File: config.mk
export PLATFORM = sky130hd
export DESIGN_NAME = mux_rr_arbiter
export DESIGN_NICKNAME = d
export VERILOG_FILES = /design/src/rtl/mux_rr_arbiter.sv
export SDC_FILE = /design/constraint.sdc
export NUM_CORES = 1
export LEC_CHECK = 0
export CAP_MARGIN = 0
export CORE_MARGIN = 10
export CORE_UTILIZATION = 38
export DETAILED_ROUTE_END_ITERATION = 10
export GPL_TIMING_DRIVEN = 1
export PLACE_DENSITY = 0.86
export SYNTH_ARGS = -nofsm -noshare
export SYNTH_HDL_FRONTEND = slang
export SYNTH_SLANG_ARGS = --single-unit
File: constraint.sdc
create_clock -name clk -period 2.2 [get_ports clk]
set_input_delay 0.22 -clock clk [delete_from_list [all_inputs] [get_ports clk]]
set_output_delay 0.22 -clock clk [all_outputs]
set_load 0.05 [all_outputs]
File: src/rtl/mux_rr_arbiter.sv
// mux_rr_arbiter
//   Round-robin arbiter in front of a shared 4:1 bus mux. One requester at a
//   time is granted. Its select code and data word are registered and held on a
//   valid/ready port until the sink accepts the word. The winner is then
//   acknowledged with a one-cycle ack pulse.
//
// Ports
//   clk, rst_n     rising-edge clock, asynchronous active-low reset
//   req[3:0]       request per requester (bit i <-> Di)
//   D0..D3         requester data words
//   ack[3:0]       one-hot, one-cycle pulse: word of requester i accepted
//   sel[1:0]       grant index, steers the shared mux; changes only on grant
//   Y              registered output word
//   out_valid      Y holds a granted word
//   out_ready      sink accepts Y this cycle
//   busy           a grant is outstanding
module mux_rr_arbiter #(
    parameter int BUS_WIDTH = 5
) (
    input  logic                 clk,
    input  logic                 rst_n,
    input  logic [3:0]           req,
    input  logic [BUS_WIDTH-1:0] D0,
    input  logic [BUS_WIDTH-1:0] D1,
    input  logic [BUS_WIDTH-1:0] D2,
    input  logic [BUS_WIDTH-1:0] D3,
    output logic [3:0]           ack,
    output logic [1:0]           sel,
    output logic [BUS_WIDTH-1:0] Y,
    output logic                 out_valid,
    input  logic                 out_ready,
    output logic                 busy
);

    typedef enum logic {IDLE, GRANT} state_t;

    state_t               state, state_nxt;
    logic [1:0]           last;
    logic [1:0]           winner;
    logic                 found;
    logic [BUS_WIDTH-1:0] d_win;

    // Search upward from last+1. Offset 4 truncates to 0, so the previous
    // winner is looked at last and gets the lowest priority.
    always_comb begin
        winner = 2'd0;
        found  = 1'b0;
        for (int k = 1; k <= 4; k++) begin
            logic [1:0] idx;
            idx = last + k[1:0];
            if (!found && req[idx]) begin
                winner = idx;
                found  = 1'b1;
            end
        end
    end

    always_comb begin
        case (winner)
            2'd0:    d_win = D0;
            2'd1:    d_win = D1;
            2'd2:    d_win = D2;
            default: d_win = D3;
        endcase
    end

    always_ff @(posedge clk or negedge rst_n) begin
        if (!rst_n) state <= IDLE;
        else        state <= state_nxt;
    end

    always_comb begin
        state_nxt = state;
        case (state)
            IDLE:    if (found)     state_nxt = GRANT;
            GRANT:   if (out_ready) state_nxt = IDLE;  // out_valid is 1 throughout GRANT
            default: state_nxt = IDLE;
        endcase
    end

    // Registered outputs. A reset during GRANT clears everything, so the
    // in-flight word is dropped without an ack.
    always_ff @(posedge clk or negedge rst_n) begin
        if (!rst_n) begin
            sel       <= 2'd0;
            Y         <= '0;
            out_valid <= 1'b0;
            ack       <= 4'b0000;
            busy      <= 1'b0;
            last      <= 2'd3;
        end else begin
            ack <= 4'b0000;
            case (state)
                IDLE: begin
                    if (found) begin
                        sel       <= winner;
                        Y         <= d_win;
                        out_valid <= 1'b1;
                        busy      <= 1'b1;
                    end
                end
                GRANT: begin
                    if (out_ready) begin
                        ack       <= 4'b0001 << sel;
                        last      <= sel;
                        out_valid <= 1'b0;
                        busy      <= 1'b0;
                    end
                end
                default: ;
            endcase
        end
    end

endmodule

* Word-level counts from Yosys, hierarchy flattened
Index checks and enable logic that the tools add are counted.
** Storage, ports and cells
- Register bits after elaboration :: 15
- Bits in latches :: 0
- Memory bits (writable) :: 0
- ROM bits :: 0
- Output and inout port bits :: 13
- Memories :: 0
** Cells by class
- $add $sub $neg :: 3
- Multiply operators :: 0
- Divide/modulo/power cells :: 0
- $lt $le $gt $ge :: 4
- Equal/unequal tests :: 4
- Shifts and indexed selects :: 1
- Mux-type cells :: 25
- Bitwise gates (word level) :: 1
- Reductions and logical operators :: 10
** Operators by type and width (number)
- 5-bit one-hot mux with 3 select lines :: 1
- 2-bit by 3-bit less-than comparator with 1-bit output, second input constant :: 4
- 1-bit 2-to-1 mux :: 12
- 1-bit binary-select mux with 2-bit select :: 4
- 2-bit 2-to-1 mux :: 4
- 4-bit 2-to-1 mux :: 2
- 2-bit AND reduction :: 3
- 2-bit adder, second input constant :: 2
- 2-bit != test, second input constant :: 2
- 1-bit one-hot mux with 2 select lines :: 2
- 1-bit by 2-bit << shifter with 4-bit output, first input constant :: 1
- 1-bit logical AND :: 3
- 1-bit zero test :: 3
- 2-bit by 1-bit adder with 2-bit output, second input constant :: 1
- 2-bit by 1-bit == test with 1-bit output, second input constant :: 1
- 2-bit == test, second input constant :: 1
- 2-bit zero test :: 1
- 1-bit inverter :: 1

* Longest topological paths before layout
Gate-level depths: netlist of run 1.
- Depth after elaboration :: 15
- Depth in mapped cells :: 6
- Gate-level depth less buffers :: 5

* Worst setup path before layout of run 1
No wires, ideal clock.
- Path kind :: register to register
- Start :: register last[0]
- End :: register Y[0]
- Arrival :: 1.425 ns
- Required time :: 2.062 ns
- Path slack :: 0.638 ns
- Stages on the path, launching flop included :: 7
- Path buffers :: 1
- Period minus slack after synthesis :: 1.562 ns
- Cell sequence :: dfstp_2 and2b_1 o21ai_1 o311ai_2 buf_4 mux2i_1 o221ai_1
** On the way
- Cells in the longest elaborated chain, start to end :: 15
- Elaborated cells on any way between the ends :: 30
** Ends and longest elaborated chain
- start, declared :: line 38 : logic [1:0] last;
- start signal, assigned :: line 105 : last <= sel;
- 2-bit by 1-bit adder with 2-bit output :: line 50 : idx = last + k[1:0];
- 1-bit binary-select mux with 2-bit select :: line 51 : if (!found && req[idx]) begin
- 1-bit 2-to-1 mux (implied by the code) :: line 51
- 1-bit 2-to-1 mux :: line 51
- 1-bit zero test :: line 51
- 1-bit logical AND :: line 51
- 1-bit 2-to-1 mux :: line 51
- 1-bit zero test :: line 51
- 1-bit logical AND :: line 51
- 1-bit 2-to-1 mux :: line 51
- 1-bit zero test :: line 51
- 1-bit logical AND :: line 51
- 2-bit 2-to-1 mux :: line 51
- 2-bit == test, or another cell as far along :: line 59 : case (winner)
- 5-bit one-hot mux with 3 select lines :: line 59
- end signal, assigned :: line 97 : Y <= d_win;
- end, declared :: line 29 : output logic [BUS_WIDTH-1:0] Y,
Several ways; a longest one is shown, not always the timed one. The select of a mux whose other input is x is not followed.
A chain may end at the register's enable or synchronous reset.

* Worst setup path after layout of run 1
- Start :: input req[3]
- End :: register Y[0]
** On the way
- Cells in the longest elaborated chain, start to end :: 14
- Elaborated cells on any way between the ends :: 27
** Ends and longest elaborated chain
- start, declared :: line 22 : input logic [3:0] req,
- 1-bit binary-select mux with 2-bit select :: line 51
- 1-bit 2-to-1 mux (implied by the code) :: line 51
- 1-bit 2-to-1 mux :: line 51
- 1-bit zero test :: line 51
- 1-bit logical AND :: line 51
- 1-bit 2-to-1 mux :: line 51
- 1-bit zero test :: line 51
- 1-bit logical AND :: line 51
- 1-bit 2-to-1 mux :: line 51
- 1-bit zero test :: line 51
- 1-bit logical AND :: line 51
- 2-bit 2-to-1 mux :: line 51
- 2-bit == test, or another cell as far along :: line 59
- 5-bit one-hot mux with 3 select lines :: line 59
Several ways; a longest one is shown, not always the timed one. The select of a mux whose other input is x is not followed.

==> results.toml, run 1 <==
[run_status]
outcome = "finished clean"

[final_layout]
ff_latch_area_sq_um = 378
multiInputGateArea_sq_um = 343
area_growth_pct = 60.3
nNetsFinal = 146
drive_gt1_share_pct = 10.2
nFillCells = 169
num_antenna_cells = 0

[floorplanning]
dieWidth_microns = 64.7
die_h_microns = 64.7
rows = 16
io_pins = 40
start_util_pct = 39.5
core_area_sq_mm = 0.00192
die-area_sq_mm = 0.00419

[clock_network]
cts_buffer_depth = 2
cts.sinks = 15
cts_hold_buf = 0
ctsRootBufferMaster = "clkbuf_4"
cts_resized = 0
cts_tree = "built"
cts_setup_buffers = 0
clk_latency_ns = 0.28
cts_max_level = 1
numCtsBuffers = 3
cts.clk_slew.worst_paths_ns = 0.10

[placement]
hpwlAfterDp_microns = 1870
portBuffers = 39
globalplace.congestion = 0.712

[sta]
min_period_ns = 2.01
setup-violations-final = 0
max_freq_ghz = 0.497
slew_violations = 0
fin_tns_setup_ns = 0
hold_ws_ns = 0.331
rsz0062_at_grt = "false"
hold_violations = 0
tightest_slew_ns = 1.20
min_period_over_period_pct = 91.5
worst_clock_skew_ns = 0.00634
slew_headroom_pct = 20.2

[global_route]
grt_max_degree = 16
gr-total-overflow = 0
track_usage_pct = 11.8
grt_pass1_vias = 789
antenna_found_initial = 0
grt_pass1_wl_microns = 3860

[yosys]
yosysSeqAreaShare_pct = 49.8
async_flop_share_pct = 100
synth-edff-count = 0
yosys_warnings = 0
yosys-top-cells-count = "dfrtp_1, nand2_1, mux2i_1, nor2_1, o221ai_1"
synthTopCellsByArea = "dfrtp_1, mux2i_1, dfstp_2"
syn_avg_cell_area_sq_um = 10.3
ys_types = 22
synth_top_area_share_pct = 42.8
synth_largest_area_cell = "dfrtp_1"
synth-seq-cells = 15
syn-num-nets = 101
postSynthCellCount = 74
synth_ff_type = "dfrtp_1"
synthesis.area_sq_um = 759

[power_and_ir_drop]
p_comb_share_pct = 52.0
power.share.switching_pct = 43.4
ir_drop_uv = 607
p_switching_mw = 0.500
pwr-share-seq_pct = 34.3
internal_power_mw = 0.653
leakage_nw = 0.545
p_clk_share_pct = 13.8
power.density_mw_per_mm2 = 947

[detailed_routing]
route.detailed.drc = 0
drtIter0Drc = 25
viasPerCell = 4.97
drt_first_pass_iters = 6
post_drt_wl_per_cell_microns = 15.8
antenna_left = 0
wl_microns = 2290
vias = 721

[critical_path]
critPathArrivalTime_ns = 2.17
start_kind = "input pin"
worstSetupEndpointType = "flip-flop"
crit_type = "in -> reg"
cp_max_fo = 11
crit_required_ns = 2.36

[job]
max_cap_violations = 0

[min_path]
hp-class = "in -> async"
## metal layers
metal | vias up | global-route usage (%) | routed length, microns
met5 | - | 0 | 0
met4 | 0 | 9.09 | 87
met3 | 6 | 2.92 | 85
met2 | 20 | 20.3 | 1240
met1 | 349 | 12.1 | 870
li1 | 346 | - | -
## cell usage in the layout, fill, tap and decap left out, drive strengths merged
cell type      synthesis  layout
o21a                   1       1
or2                    2       2
o311ai                 1       1
nor4                   1       1
nor2                   6       6
a211o                  1       1
buf                    4       5
nor2b                  3       3
nor3                   3       3
mux2i                 11      11
and2b                  1       1
clkinv                 0       1
clkdlybuf4s50          0      39
inv                    2       2
o21ai                  4       4
o221ai                 5       5
nand2                 13      13
clkbuf                 0       3
dfstp                  2       2
nand3                  1       1
dfrtp                 13      13
## through the flow
stage               setup WS (ns)  area (sq um)  total power, mW  util [%]  instances
finish                      0.186          1220             1.15      63.3        145
global route               0.0429          1220             1.22      63.3        145
CTS                         0.184          1220             1.16      63.3        145
detailed placement         -0.101          1190             1.00      61.9        141
global placement          -0.0257          1190            0.989      61.9        141
floorplan                   0.638           759            0.785         -         74
## power groups by stage
stage                     combinational, mW  sequential [mW]  clock [mW]
after floorplan                       0.191            0.594           0
after global placement                0.593            0.396           0
after detailed placement              0.601            0.401           0
after CTS                             0.605            0.394       0.164
after global routing                  0.636            0.404       0.176
final                                 0.599            0.395       0.159
## layout make-up
cell class,instances,area share [%]
Clock buffer,3,1.85
Clock inverter,1,0.411
Inverter,2,0.617
Multi-Input combinational cell,53,28.2
Sequential cell,15,31.0
Tap cell,27,2.77
Timing Repair Buffer,44,35.1
## flip-flops by register name, summed over array words and instances (netlist names)
register  flops
sel           2
state         1
busy          1
last          2
Y             5
ack           4
## worst paths after layout
check	from	endpoint	slack, ns	depth (start not counted)
worst min register to register	last[0]	last[0]	0.48	2
worst max register to register	last[0]	Y[0]	0.36	5
worst min-delay path	rst_n	state	0.33	1
worst max-delay path	req[3]	Y[0]	0.19	5
max in group asynchronous	rst_n	sel[1]	1.45	1
min in group clk	last[0]	last[0]	0.48	2
## critical path, cell delays in order
cell	delay, ns
clkdlybuf4s50_1	0.49
nor2_1	0.06
o311ai_2	0.95
mux2i_1	0.30
o221ai_1	0.15
## kinds of logic (layout without fill, tap and decap cells)
group                  Yosys count  in the layout  share of synthesized area [%]
DFF                             15             15                           49.8
and+or+nand+nor                 30             30                           18.0
buffers and inverters            6             50                           5.11
AOI/OAI and AO/OA               12             12                           12.7
muxes                           11             11                           14.5
(Power assumes the default switching activity.)
==> run 2: changes to the inputs <==
--- a/config.mk
+++ b/config.mk
@@ -5,12 +5,13 @@
 export SDC_FILE = /design/constraint.sdc
 export NUM_CORES = 1
 export LEC_CHECK = 0
+export ABC_AREA = 1
 export CAP_MARGIN = 0
 export CORE_MARGIN = 10
-export CORE_UTILIZATION = 38
+export CORE_UTILIZATION = 40
 export DETAILED_ROUTE_END_ITERATION = 10
 export GPL_TIMING_DRIVEN = 1
-export PLACE_DENSITY = 0.86
+export PLACE_DENSITY = 0.81
 export SYNTH_ARGS = -nofsm -noshare
 export SYNTH_HDL_FRONTEND = slang
 export SYNTH_SLANG_ARGS = --single-unit
==> results.toml, run 2 <==
[clock_network]
cts.clk_slew.worst_paths_ns = 0.08
cts.sinks = 15
clk_latency_ns = 0.28
numCtsBuffers = 3
cts_max_level = 1
cts_tree = "built"
cts_buffer_depth = 2
ctsRootBufferMaster = "clkbuf_4"

[floorplanning]
dieWidth_microns = 72.6
rows = 18
io_pins = 40
die-area_sq_mm = 0.00526
start_util_pct = 43.4
die_h_microns = 72.6
core_area_sq_mm = 0.00254

[sta]
min_period_over_period_pct = 94.0
hold_violations = 0
min_period_ns = 2.07
max_freq_ghz = 0.483
slew_violations = 0
worst_slack_ns = 0.131
slew_headroom_pct = 58.5
setup-violations-final = 0
worst_clock_skew_ns = 0.00109
tightest_slew_ns = 0.620
rsz0062_at_grt = "true"

[yosys]
synth_top_area_share_pct = 29.4
yosysSeqAreaShare_pct = 34.2
synth_ff_type = "dfrtp_1"
postSynthCellCount = 152
syn_avg_cell_area_sq_um = 7.27
synthesis.area_sq_mm = 0.00110
synth-edff-count = 0
synth_largest_area_cell = "dfrtp_1"
synthTopCellsByArea = "dfrtp_1, nand2_1, nand3_1"
syn-num-nets = 179
yosysMostFrequentCell = "nand2_1"
ys_types = 23
yosys-top-cells-count = "nand2_1, nand3_1, inv_1, dfrtp_1, nand2_2"
synth-seq-cells = 15
async_flop_share_pct = 100
yosys_warnings = 0

[detailed_routing]
drt_first_pass_iters = 4
route.detailed.drc = 0
viasPerCell = 5.04
drtIter0Drc = 121
wl_microns = 3110
vias = 1133
antenna_left = 0
post_drt_wl_per_cell_microns = 13.8

[final_layout]
largest_register = "Y"
num_antenna_cells = 0
final_common_cell = "nand2_1"
nNetsFinal = 223
nFillCells = 227
drive_gt1_share_pct = 18.5
reg_top3 = "Y: 5 flops, ack: 4 flops"
layout_common_cells = "nand2_1, clkdlybuf4s50_1, nand3_1, inv_1, dfrtp_1"
stdcell_count = 225
fin_util_pct = 61.1
largest_reg_flops = 5
area_growth_pct = 40.7

[power_and_ir_drop]
ir_drop_uv = 1030
leakage_nw = 0.764
power.density_mw_per_mm2 = 1720

[global_route]
grt_pass1_vias = 1082
antenna_found_initial = 0
grt_util_met2_pct = 20.0
gr-total-overflow = 0
track_usage_pct = 11.6
use_met1_pct = 13.5
grt_util_met3_pct = 2.86
grt_pass1_wl_microns = 5150
grt-busiest-layer = "met2"
grt_max_degree = 16

[critical_path]
cp_max_fo = 14
crit_required_ns = 2.37
critical_path.startpoint = "last[0]"
cpMostUsedCell = "nand2_1"
crit_family = "simple AND/OR/NAND/NOR gates"
start_kind = "flip-flop"
r2r_cells = 13
critPathArrivalTime_ns = 2.24
slowest_stage = "dfstp_2"
crit_type = "reg -> reg"
cp.depth = 13
r2r-start = "last[0]"
path_buf_inv = 2
critPathMaxStageDelay_ns = 0.63
cp_cell_sequence = "inv_2 > nand2_1 > nand2_1 > nand2_1 > nand2_2 > nor2_4 > nand4_1 > nand3_4 > nand3b_1 > nand2_1 > inv_1 > nand2_1 > nand2_1"
worstSetupEndpointType = "flip-flop"

[min_path]
hp-class = "in -> async"

[placement]
post-place-ws_ns = 0.112
hpwlAfterDp_microns = 2590
globalplace.congestion = 0.853
dp.cells = 219
portBuffers = 39

[job]
max_cap_violations = 0

[run_status]
outcome = "finished clean"
run 2: cell types whose count changed in the layout (fill, tap and decap cells not counted), sizes merged, moves of 3 or more:
cell    delta
a21oi      +3
inv       +15
mux2i     -11
nand2     +49
nand3     +17
nand3b     +6
nand4      +3
nor2       +6
nor2b      -3
o21ai      +4
o221ai     -5
run 2: final timing paths:
check / slack, ns / end
worst min register to register: 0.50 / Y[2]
min in group clk: 0.50 / Y[2]
max in group asynchronous: 1.48 / Y[4]
worst max-delay path: 0.13 / Y[4]
worst min-delay path: 0.32 / ack[2]
worst max register to register: 0.13 / Y[4]
run 2: through the flow:
stage | setup TNS (ns) | hold WS (ns) | power (mW) | area, sq um
floorplan | 0 | -0.0756 | 2.07 | 1100
global placement | 0 | 0.468 | 2.40 | 1500
detailed placement | 0 | 0.473 | 2.46 | 1500
CTS | 0 | 0.347 | 2.61 | 1530
global route | -0.0235 | 0.358 | 2.92 | 1550
finish | 0 | 0.324 | 2.67 | 1550
run 2: layout make-up:
type                       count  area (sq um)  area share [%]
sequential                    15           378            24.3
timing repair buffer          43           420            27.1
tap                           30          37.5            2.42
inverter                      18          68.8            4.43
multi-input combinational    115           623            40.1
clock buffer                   4          26.3            1.69
run 2: metal layers:
metal / vias up / share of wire, %
met5: - / 0
met4: 0 / 1.0
met3: 5 / 5.7
met2: 32 / 52
met1: 525 / 41
li1: 571 / -
run 2: kinds of logic after synthesis:
group / synth area share (%)
buffers and inverters: 10.3
AND/OR/NAND/NOR: 48.1
AO/OA/AOI/OAI: 7.36
flip-flops: 34.2
run 2: repair_timing:
| item | CTS | global route |
|---|---|---|
| setup endpoints to repair | 0 | 5 |
| resized for setup | 0 | 2 |
| setup buffers | 0 | 2 |
| hold endpoints to repair | 0 | 0 |
| hold buffers | 0 | 0 |
run 2: power breakdown:
| part | total, mW | leakage, nW | switching (mW) | internal [mW] |
|---|---|---|---|---|
| Clock | 0.150 | 0.0150 | 0.0801 | 0.0703 |
| Combinational | 2.01 | 0.564 | 1.32 | 0.695 |
| Sequential | 0.508 | 0.186 | 0.101 | 0.407 |
==> run 3: changes to the inputs <==
==> constraint.sdc (replaced) <==
create_clock -name clk -period 2.4 [get_ports clk]
set_input_delay 0.24 -clock clk [delete_from_list [all_inputs] [get_ports clk]]
set_output_delay 0.24 -clock clk [all_outputs]
set_load 0.05 [all_outputs]
==> results.toml, run 3 (synthesis gave the netlist of run 2 again) <==
[run_status]
outcome = "finished clean"

[global_route]
gr-total-overflow = 0
grt_pass1_vias = 1116
grt_util_met2_pct = 18.3
grt_util_met3_pct = 3.27
track_usage_pct = 11.0
grt_pass1_wl_microns = 4890
antenna_found_initial = 0
grt-busiest-layer = "met2"
grt_max_degree = 16
use_met1_pct = 13.0

[power_and_ir_drop]
p_total_mw = 2.39
ir_drop_uv = 923
leakage_nw = 0.744
power.density_mw_per_mm2 = 1570

[sta]
slew_violations = 0
worst_slack_ns = 0.252
hold_ws_ns = 0.347
rsz0062_at_grt = "false"
max_freq_ghz = 0.466
setup-violations-final = 0
tightest_slew_ns = 0.641
hold_violations = 0
min_period_ns = 2.15
min_period_over_period_pct = 89.5
fin_tns_setup_ns = 0
slew_headroom_pct = 57.1
worst_clock_skew_ns = 0.00264

[critical_path]
crit_required_ns = 2.58
critPathArrivalTime_ns = 2.32
crit_type = "reg -> reg"
start_kind = "flip-flop"
cp_max_fo = 11
worstSetupEndpointType = "flip-flop"

[placement]
post-place-ws_ns = 0.216
globalplace.congestion = 0.878
portBuffers = 39
hpwlAfterDp_microns = 2500

[detailed_routing]
post_drt_wl_per_cell_microns = 13.4
antenna_left = 0
drtIter0Drc = 66
vias = 1120
wl_microns = 2960
route.detailed.drc = 0
drt_first_pass_iters = 4
viasPerCell = 5.07

[floorplanning]
core_area_sq_mm = 0.00254
die_h_microns = 72.6
io_pins = 40
die-area_sq_mm = 0.00526
start_util_pct = 43.4
rows = 18
dieWidth_microns = 72.6

[clock_network]
numCtsBuffers = 3
ctsRootBufferMaster = "clkbuf_4"
cts.sinks = 15
clk_latency_ns = 0.28
cts_hold_buf = 0
cts_tree = "built"
cts.clk_slew.worst_paths_ns = 0.08
cts_max_level = 1
cts_buffer_depth = 2
cts_setup_buffers = 0
cts_resized = 0

[job]
max_cap_violations = 0

[final_layout]
largest_register = "Y"
reg_top3 = "Y: 5 flops, ack: 4 flops"
drive_gt1_share_pct = 16.8
fin_util_pct = 59.9
area_growth_pct = 37.9
final_common_cell = "nand2_1"
nNetsFinal = 219
num_antenna_cells = 0
layout_common_cells = "nand2_1, clkdlybuf4s50_1, nand3_1, inv_1, dfrtp_1"
largest_reg_flops = 5

[min_path]
hp-class = "in -> async"
run 3: cell type report:
cell class | count | area [sq um]
flip-flops and latches | 15 | 378
repair buffers | 39 | 390
fillers | 239 | 1020
well taps | 30 | 37.5
inverters | 18 | 68.8
multi-input cells | 115 | 623
clock buffers | 4 | 26.3
run 3: worst max-delay path, stage by stage, from the launching register on:
cell and delay (ns):
dfstp_2 0.68, inv_2 0.13, nand2_1 0.13, nand2_4 0.06
nand2_2 0.10, nand2_4 0.07, nor2_4 0.12, nand4_1 0.14
nand2_2 0.17, inv_1 0.16, nand2_1 0.11, inv_1 0.04
nand2_1 0.07, nand2_1 0.05
run 3: where the power goes:
part	switching, mW	internal [mW]
sequential	0.0998	0.373
clock	0.0770	0.0646
combinational	1.17	0.598
total	1.35	1.04
run 3: per-stage QoR:
stage,cell area (sq um),instances
after floorplan,1100,152
after global placement,1490,217
after detailed placement,1490,217
after CTS,1510,221
after global routing,1520,221
final,1520,221
run 3: metal layers:
layer,wire length (microns),vias up,share of wire (%)
li1,-,559,-
met1,1200,527,41
met2,1500,29,51
met3,218,5,7.4
met4,36,0,1.2
met5,0,-,0
run 3: final timing paths:
path	startpoint	slack, ns	end	cells past startpoint
setup reg to reg	last[0]	0.25	Y[4]	13
hold reg to reg	Y[0]	0.49	Y[0]	2
setup / recovery	last[0]	0.25	Y[4]	13
max in group asynchronous	rst_n	1.64	Y[3]	1
hold / removal	rst_n	0.35	state	1
min in group clk	Y[0]	0.49	Y[0]	2
